==> src/rtl/react_multi_timer.sv <==
// N-player reaction-time core: random pre-delay, go-lamp, per-channel BCD ms capture.
// Optional per-channel best-time registers are enabled with `define REACT_BEST_EN.
module react_multi_timer #(
  parameter int CLK_HZ       = 50_000_000,
  parameter int N_CH         = 2,
  parameter int DELAY_MIN_MS = 1000,
  parameter int DELAY_MASK   = 2047,
  parameter int MAX_MS       = 9999
) (
  input  logic                 clk,
  input  logic                 rst,
  input  logic                 start,
  input  logic [N_CH-1:0]      btn,
  input  logic [2:0]           sel,
  output logic                 led,
  output logic                 busy,
  output logic                 done,
  output logic [N_CH-1:0]      false_start,
  output logic [16*N_CH-1:0]   times,
  output logic [15:0]          disp,
  output logic [16*N_CH-1:0]   best
);

  function automatic logic [15:0] to_bcd(input int v);
    return {4'(v / 1000 % 10), 4'(v / 100 % 10), 4'(v / 10 % 10), 4'(v % 10)};
  endfunction

  function automatic logic [15:0] bcd_inc(input logic [15:0] v);
    logic [15:0] r;
    logic        carry;
    r     = v;
    carry = 1'b1;
    for (int d = 0; d < 4; d++) begin
      if (carry) begin
        if (r[4*d +: 4] == 4'd9) begin
          r[4*d +: 4] = 4'd0;
        end else begin
          r[4*d +: 4] = r[4*d +: 4] + 4'd1;
          carry       = 1'b0;
        end
      end
    end
    return r;
  endfunction

  localparam int          PRESC_MAX = CLK_HZ / 1000 - 1;
  localparam int          PW        = (PRESC_MAX > 0) ? $clog2(PRESC_MAX + 1) : 1;
  localparam logic [15:0] MAX_BCD   = to_bcd(MAX_MS);

  typedef enum logic [1:0] {S_IDLE, S_WAIT, S_ARMED, S_DONE} state_t;

  state_t            state_reg;
  logic [PW-1:0]     presc_reg;
  logic [15:0]       lfsr_reg;
  logic [2:0]        start_sync_reg;
  logic [N_CH-1:0]   btn_meta_reg, btn_sync_reg, btn_prev_reg;
  logic [N_CH-1:0]   fs_reg, cap_reg;
  logic [31:0]       delay_reg, dcnt_reg;
  logic [15:0]       bcd_reg;
  logic [15:0]       times_reg [N_CH];
  logic              best_upd_reg;

  logic              tick, start_edge;
  logic [N_CH-1:0]   btn_edge;

  assign tick       = (presc_reg == PW'(PRESC_MAX));
  assign start_edge = start_sync_reg[1] & ~start_sync_reg[2];
  assign btn_edge   = btn_sync_reg & ~btn_prev_reg;

  always_ff @(posedge clk or posedge rst) begin
    if (rst) begin
      presc_reg      <= '0;
      lfsr_reg       <= 16'hACE1;
      start_sync_reg <= '0;
      btn_meta_reg   <= '0;
      btn_sync_reg   <= '0;
      btn_prev_reg   <= '0;
    end else begin
      presc_reg      <= tick ? '0 : presc_reg + PW'(1);
      lfsr_reg       <= {lfsr_reg[14:0], lfsr_reg[15] ^ lfsr_reg[13] ^ lfsr_reg[12] ^ lfsr_reg[10]};
      start_sync_reg <= {start_sync_reg[1:0], start};
      btn_meta_reg   <= btn;
      btn_sync_reg   <= btn_meta_reg;
      btn_prev_reg   <= btn_sync_reg;
    end
  end

  always_ff @(posedge clk or posedge rst) begin
    if (rst) begin
      state_reg    <= S_IDLE;
      fs_reg       <= '0;
      cap_reg      <= '0;
      delay_reg    <= '0;
      dcnt_reg     <= '0;
      bcd_reg      <= '0;
      best_upd_reg <= 1'b0;
      for (int k = 0; k < N_CH; k++) times_reg[k] <= MAX_BCD;
    end else begin
      best_upd_reg <= 1'b0;
      case (state_reg)
        S_IDLE, S_DONE: begin
          if (start_edge) begin
            state_reg <= S_WAIT;
            delay_reg <= 32'(DELAY_MIN_MS) + {16'd0, lfsr_reg & 16'(DELAY_MASK)};
            dcnt_reg  <= '0;
            fs_reg    <= '0;
            cap_reg   <= '0;
            bcd_reg   <= '0;
            for (int k = 0; k < N_CH; k++) times_reg[k] <= MAX_BCD;
          end
        end
        S_WAIT: begin
          fs_reg  <= fs_reg | btn_edge;
          cap_reg <= cap_reg | btn_edge;
          // A field of all false starts skips ARMED so the lamp never lights.
          if (&(cap_reg | btn_edge)) begin
            state_reg <= S_DONE;
          end else if (tick) begin
            if (dcnt_reg == delay_reg - 32'd1) begin
              state_reg <= S_ARMED;
              bcd_reg   <= '0;
            end else begin
              dcnt_reg <= dcnt_reg + 32'd1;
            end
          end
        end
        S_ARMED: begin
          for (int k = 0; k < N_CH; k++)
            if (btn_edge[k] && !cap_reg[k]) times_reg[k] <= bcd_reg;
          cap_reg <= cap_reg | btn_edge;
          if (&(cap_reg | btn_edge)) begin
            state_reg    <= S_DONE;
            best_upd_reg <= 1'b1;
          end else if (tick) begin
            bcd_reg <= bcd_inc(bcd_reg);
            if (bcd_inc(bcd_reg) == MAX_BCD) begin
              state_reg    <= S_DONE;
              best_upd_reg <= 1'b1;
            end
          end
        end
        default: state_reg <= S_IDLE;
      endcase
    end
  end

  assign led         = (state_reg == S_ARMED);
  assign busy        = (state_reg == S_WAIT) || (state_reg == S_ARMED);
  assign done        = (state_reg == S_DONE);
  assign false_start = fs_reg;

  always_comb begin
    disp = 16'hFFFF;
    for (int k = 0; k < N_CH; k++)
      if (sel == 3'(k)) disp = times_reg[k];
  end

  for (genvar gi = 0; gi < N_CH; gi++) begin : g_ch
    assign times[16*gi +: 16] = times_reg[gi];
`ifdef REACT_BEST_EN
    logic [15:0] best_reg;
    // Updated the cycle after leaving ARMED so a capture on the exit cycle is included.
    always_ff @(posedge clk or posedge rst) begin
      if (rst) begin
        best_reg <= MAX_BCD;
      end else if (best_upd_reg && cap_reg[gi] && !fs_reg[gi] && (times_reg[gi] < best_reg)) begin
        best_reg <= times_reg[gi];
      end
    end
    assign best[16*gi +: 16] = best_reg;
`else
    assign best[16*gi +: 16] = MAX_BCD;
`endif
  end

`ifndef REACT_BEST_EN
  logic unused_best;
  assign unused_best = best_upd_reg;
`endif

endmodule

==> config.mk <==
export PLATFORM = sky130hd
export DESIGN_NAME = react_multi_timer
export DESIGN_NICKNAME = d
export VERILOG_FILES = /design/src/rtl/react_multi_timer.sv
export SDC_FILE = /design/constraint.sdc
export NUM_CORES = 1
export LEC_CHECK = 0
export CELL_PAD_IN_SITES_DETAIL_PLACEMENT = 0
export CELL_PAD_IN_SITES_GLOBAL_PLACEMENT = 1
export CORE_ASPECT_RATIO = 1.1
export CORE_MARGIN = 4
export CORE_UTILIZATION = 47
export DETAILED_ROUTE_END_ITERATION = 6
export PLACE_DENSITY_LB_ADDON = 0.05
export SLEW_MARGIN = 0
export SYNTH_ARGS = -nofsm -noshare
export SYNTH_HDL_FRONTEND = slang
export SYNTH_SLANG_ARGS = --single-unit
export TNS_END_PERCENT = 50
==> constraint.sdc <==
create_clock -name clk -period 7.7 [get_ports clk]
set_input_delay 0.77 -clock clk [delete_from_list [all_inputs] [get_ports clk]]
set_output_delay 0.77 -clock clk [all_outputs]
set_load 0.02 [all_outputs]
* Yosys cells after proc, flatten, opt, wreduce, memory -nomap -nowiden
Cells that the tools add are included.
Storage, ports and cells: input bits 8, flip-flop bits (word level) 159, logic and storage cells 137, output and inout port bits 85
Cells by class: equal/unequal tests 24, bitwise gates (word level) 9, add/sub/neg operators 8, reduce and logical (&&, ||, !) cells 19, muxes and demuxes 63
Operators with widths (count):
- $mux W16 | 11
- $mux W32 | 5
- $pmux W32 S2 | 2
- $mux W4 | 19
- $pmux W16 S3 | 1
- $add A32 B1 Y32 const B | 1
- $eq A16 B16 Y1 const B | 2
- $eq A32 B32 Y1 | 1
- $sub A32 B1 Y32 const B | 1
- $add A16 B1 Y16 const B | 1
- $add A4 B1 Y4 const B | 4
- $eq A4 B4 Y1 const B | 4
- $mux W2 | 8
- $mux W1 | 14
- $add A10 B11 Y12 const A | 1
- $ne A2 B2 Y1 const B | 6
- $reduce_and A5 Y1 | 2
- $pmux W2 S2 | 2
- $ne A2 B1 Y1 const B | 3
- $ne A3 B1 Y1 const B | 2
- $ne A3 B3 Y1 const B | 2
- $pmux W2 S3 | 1
- $reduce_and A2 Y1 | 3
- $reduce_and A3 Y1 | 2
- 17 further kinds | 25

* Logic depth before layout (Yosys ltp)
word-level depth 23, gate-level depth with buffers 15, depth with buffers taken out 12

* Least setup slack after synthesis
Ideal clock, no wire load.
kind reg2reg, start register delay_reg[5], end register dcnt_reg[7], data required time 7.567 ns, slack 4.525 ns, cell stages (with the launch flop) 14, period minus slack after synthesis 3.175 ns, arrival 3.042 ns, buffers on the path 1, library setup time 0.133 ns, cells stage by stage dfrtp_1 nor3_1 nand3_1 nor4_1 ha_1 xor2_1 nand4_1 nor4_1 o2111ai_2 or4_4 and2_1 buf_2 nand2_4 o41ai_1
Between the ends: word-level cells in the longest chain between the ends 4
RTL lines:
- from (decl) | line 58 | logic [31:0] delay_reg, dcnt_reg;
- from (signal assigned) | line 104 | delay_reg <= 32'(DELAY_MIN_MS) + {16'd0, lfsr_reg & 16'(DELAY_MASK)};
- $sub A32 B1 Y32 | line 119 | if (dcnt_reg == delay_reg - 32'd1) begin
- $eq A32 B32 Y1 | line 119
- $ne A2 B2 Y1 (no source line)
- $reduce_and A5 Y1 (no source line)
- to (signal assigned) | line 123 | dcnt_reg <= dcnt_reg + 32'd1;
- to (decl) | line 58
Every way passes these cells. A chain may end at the register's enable or synchronous reset.

* Worst setup path after layout
start register delay_reg[5], end register bcd_reg[9]
Between the ends: word-level cells in the longest chain between the ends 4
RTL lines:
- $sub A32 B1 Y32 | line 119
- $eq A32 B32 Y1 | line 119
- $ne A2 B2 Y1 (no source line)
- $reduce_and A6 Y1 (no source line)
- to (signal assigned) | line 135 | bcd_reg <= bcd_inc(bcd_reg);
- to (decl) | line 59 | logic [15:0] bcd_reg;
Every way passes these cells.

==> Flow_metrics.wiki <==
{| class="wikitable"
! Metric !! Value
|-
| Run status || finished, final reports clean
|-
| Static leakage || 3.64 nW
|-
| Part of the Yosys area used for sequential elements || a little under half
|-
| Starting density of the core || between 40% and 50%
|-
| Worst EP arrival || approximately 4.3 ns
|-
| Final Instance Count excl. Fillers || about 1000
|-
| Number of antenna violations at the first check in global routing || 0
|-
| Max Cap Violations || 0
|-
| Cell family with the largest share of critical-path delay || simple AND/OR/NAND/NOR gates
|-
| Warnings from Yosys || 0
|-
| Core footprint || between 15000 and 20000 µm²
|-
| Pin slew with the least headroom to its limit || approximately 1.2 ns
|-
| Cell taking the most area after synthesis || sky130_fd_sc_hd__dfrtp_1
|-
| Vias/cell || between 5 and 6
|-
| Quantity of gates resized following cts || 0
|-
| CTS HTree Levels || 4
|-
| Height of the die || 140 µm
|-
| Setup TNS after final layout || 0 ns
|-
| Via count of the first global-routing pass || roughly 5600
|-
| Final Power || between 2 and 3 mW
|-
| Portion of synthesized cell area occupied by the leading cell type || 38.4%
|-
| Quantity of I/O buffers inserted on ports || 60
|-
| Cell area after layout || slightly below 9000 µm²
|-
| Overall die width || roughly 130 µm
|-
| Async set-or-reset flop fraction in the synthesized netlist || 100%
|-
| Worst hold path type || reg2reg
|-
| Count of final hold-check violations || 0
|-
| Number of enable flip-flop cells after synthesis || 0
|-
| Cell-by-cell trace of the critical path || nor3_1 -> nand3_1 -> nor4_1 -> ha_1 -> xor2_1 -> nand4_1 -> nor4_1 -> o2111ai_2 -> nor4_1 -> o21ai_2 -> or2_1 -> o31ai_1
|-
| FMAX || ~250 MHz
|-
| First drt pass iteration count || 5
|-
| Delay contributed by the slowest stage of the critical path || roughly 0.55 ns
|-
| Category of the most critical setup path || reg2reg
|-
| Syn Inst Count || ~800
|-
| Clock tree from TritonCTS || done
|-
| Post-synth top flop || sky130_fd_sc_hd__dfrtp_1
|-
| Layout filler cell count || approximately 1400
|-
| # placed instances || slightly above 1000
|-
| RSZ-0062 raised after global routing || false
|-
| Total clock buffers created by CTS || 17
|-
| Worst slew margin || ~22%
|-
| Total routing usage reported by global routing || approximately 20%
|-
| Worst Setup End Kind || flop
|-
| PD cells || ~320 nW/µm²
|-
| CTS Buffer Depth || 2
|-
| Latest clock arrival within the worst-skew pair || approximately 0.42 ns
|-
| Die Footprint || 18000 µm²
|-
| Layout cells sized above 1 || between 10% and 20%
|-
| Count of hold buffers inserted by post-cts repair || 0
|-
| Total length of routed wires || 16800 µm
|-
| Number of top-level pins || 93
|-
| Required time of the critical path || about 8 ns
|-
| Number of placement rows || 48
|-
| Number of nets in the final layout || 850
|-
| Worst Path Buf+Inv || 0
|-
| Total overflow reported by the global router || 0
|-
| Clock transition at the registers of the reported paths || around 0.060 ns
|-
| Wire length of the first global-routing pass || roughly 29000 µm
|-
| Period minus WS final || between 3 and 4 ns
|-
| Final-report max-slew violation count || 0
|-
| Post-CTS setup buffer count || 0
|-
| Cell Area, Synth || approximately 7500 µm²
|-
| ANT nets after route || 0
|-
| Setup Skew || 0.0103 ns
|-
| # setup viols final || 0
|-
| Vias after detailed routing || between 5000 and 6000
|-
| Count of unresolved DRC violations after routing || 0
|-
| Ratio of final minimum period to clock period || 51.1%
|-
| Area growth from synthesis to layout || 15.7%
|-
| RD Place Congestion || 0.819
|-
| Avg Inst Size Synth || roughly 9.5 µm²
|-
| Register bit total from synthesis || 139
|-
| Routed length per instance || between 15 and 20 µm
|-
| Standard cell with the maximum stage delay on the critical path || sky130_fd_sc_hd__nor3_1
|-
| Cell chosen for the clock root || sky130_fd_sc_hd__clkbuf_16
|-
| Number of distinct library cells after synthesis || between 70 and 80
|-
| Worst setup SP type || flop
|-
| Placed Instance Area || roughly 8000 µm²
|-
| Worst IR drop on VDD || approximately 0.00022 V
|-
| Violation count after the first detailed-routing iteration || 380
|-
| Most prevalent standard cell on the critical path || sky130_fd_sc_hd__nor4_1
|-
| Clock sinks || between 100 and 150
|-
| Diodes inserted || 0
|-
| Placed wire-length estimate after detailed placement || around 12000 µm
|-
| Maximum number of pins on one net before global-route repair || 86
|-
| Highest fanout seen on the critical path || 27
|-
| Top area cells in the synthesized netlist || sky130_fd_sc_hd__dfrtp_1 38%, sky130_fd_sc_hd__dfstp_2 8.4%, sky130_fd_sc_hd__nand2_1 6.0%, sky130_fd_sc_hd__o21ai_0 4.1%, sky130_fd_sc_hd__buf_4 3.4%
|}
cell usage after synthesis, types with 6 or more instances:
library cell and count:
sky130_fd_sc_hd__xnor2_1 23, sky130_fd_sc_hd__and2_1 12, sky130_fd_sc_hd__ha_1 8, sky130_fd_sc_hd__mux2i_1 22, sky130_fd_sc_hd__o31ai_1 16, sky130_fd_sc_hd__nand3_1 39
sky130_fd_sc_hd__nor3_1 11, sky130_fd_sc_hd__inv_1 19, sky130_fd_sc_hd__dfstp_2 24, sky130_fd_sc_hd__and3_1 9, sky130_fd_sc_hd__clkbuf_1 26, sky130_fd_sc_hd__a21oi_1 24
sky130_fd_sc_hd__nand2_1 119, sky130_fd_sc_hd__nor2_1 42, sky130_fd_sc_hd__nor4_1 11, sky130_fd_sc_hd__nand4_1 7, sky130_fd_sc_hd__dfrtp_1 115, sky130_fd_sc_hd__o21ai_0 61
sky130_fd_sc_hd__or4_1 14, sky130_fd_sc_hd__nor2b_1 7, sky130_fd_sc_hd__xor2_1 16, sky130_fd_sc_hd__nand2b_1 16, sky130_fd_sc_hd__o21ai_2 6, sky130_fd_sc_hd__o211ai_1 6
sky130_fd_sc_hd__buf_4 34, sky130_fd_sc_hd__or3_1 6, sky130_fd_sc_hd__o41ai_1 6
cell families after synthesis:
| kind of cell | Yosys count | synth area share, % |
|---|---|---|
| AND/OR/NAND/NOR | 322 | 22.1 |
| buffers and inverters | 90 | 6.93 |
| AO/OA/AOI/OAI | 165 | 14.7 |
| adder cells (fa/ha/maj) | 8 | 1.34 |
| XOR/XNOR | 39 | 4.56 |
| flip-flops | 139 | 46.8 |
| other | 2 | 0.100 |
| multiplexers | 26 | 3.54 |
report_power, final:
group	internal (mW)	switching, mW	leakage, nW	total (mW)
logic	0.322	0.637	1.54	0.959
clock network	0.496	0.350	0.304	0.846
registers	0.858	0.102	1.79	0.959
total	1.68	1.09	3.64	2.76
final timing paths:
| path | depth (start not counted) | end | slack (ns) | from |
|---|---|---|---|---|
| max | 12 | bcd_reg[9] | 3.76 | delay_reg[5] |
| min | 0 | start_sync_reg[1] | 0.35 | start_sync_reg[0] |
| max reg2reg | 12 | bcd_reg[9] | 3.76 | delay_reg[5] |
| min reg2reg | 0 | start_sync_reg[1] | 0.35 | start_sync_reg[0] |
| max in group asynchronous | 3 | dcnt_reg[16] | 5.58 | rst |
| min in group asynchronous | 2 | btn_sync_reg[0] | 0.89 | rst |
area by class of cell:
type	count	area (µm²)	area share (%)
Clock buffer	17	425	4.90
Clock inverter	15	191	2.21
Inverter	20	80.1	0.923
Multi-Input combinational cell	592	3590	41.4
Sequential cell	139	3510	40.4
Tap cell	200	250	2.88
Timing Repair Buffer	64	631	7.27
metrics by stage:
stage	hold WS, ns	utilization [%]	worst slack (ns)
finish	0.349	55.3	3.76
global route	0.363	55.3	3.41
CTS	0.350	55.3	3.76
detailed placement	0.335	51.4	3.78
global placement	0.337	51.4	4.09
floorplan	0.331	-	3.25
cell usage in the layout (no fill, tap or decap), types with 16 or more instances in the layout:
| cell type | Yosys | routed |
|---|---|---|
| sky130_fd_sc_hd__conb_1 | 2 | 32 |
| sky130_fd_sc_hd__o31ai_1 | 16 | 16 |
| sky130_fd_sc_hd__clkdlybuf4s50_1 | 0 | 60 |
| sky130_fd_sc_hd__dfstp_2 | 24 | 24 |
| sky130_fd_sc_hd__nand2b_1 | 16 | 16 |
| sky130_fd_sc_hd__nand2_1 | 119 | 119 |
| sky130_fd_sc_hd__a21oi_1 | 24 | 24 |
| sky130_fd_sc_hd__mux2i_1 | 22 | 22 |
| sky130_fd_sc_hd__o21ai_0 | 61 | 59 |
| sky130_fd_sc_hd__clkbuf_16 | 0 | 17 |
| sky130_fd_sc_hd__nand3_1 | 39 | 39 |
| sky130_fd_sc_hd__xor2_1 | 16 | 16 |
| sky130_fd_sc_hd__inv_1 | 19 | 18 |
| sky130_fd_sc_hd__xnor2_1 | 23 | 23 |
| sky130_fd_sc_hd__dfrtp_1 | 115 | 115 |
| sky130_fd_sc_hd__nor2_1 | 42 | 42 |
metal layers:
layer  global-route usage [%]  vias to the layer above  share of wire, %
met5                        0                        -                 0
met4                     5.81                        0               1.3
met3                     3.93                       16               4.7
met2                     31.7                      133                49
met1                     26.4                     2817                45
li1                         -                     2837                 -
No activity file was read; power rests on OpenSTA's default activity.
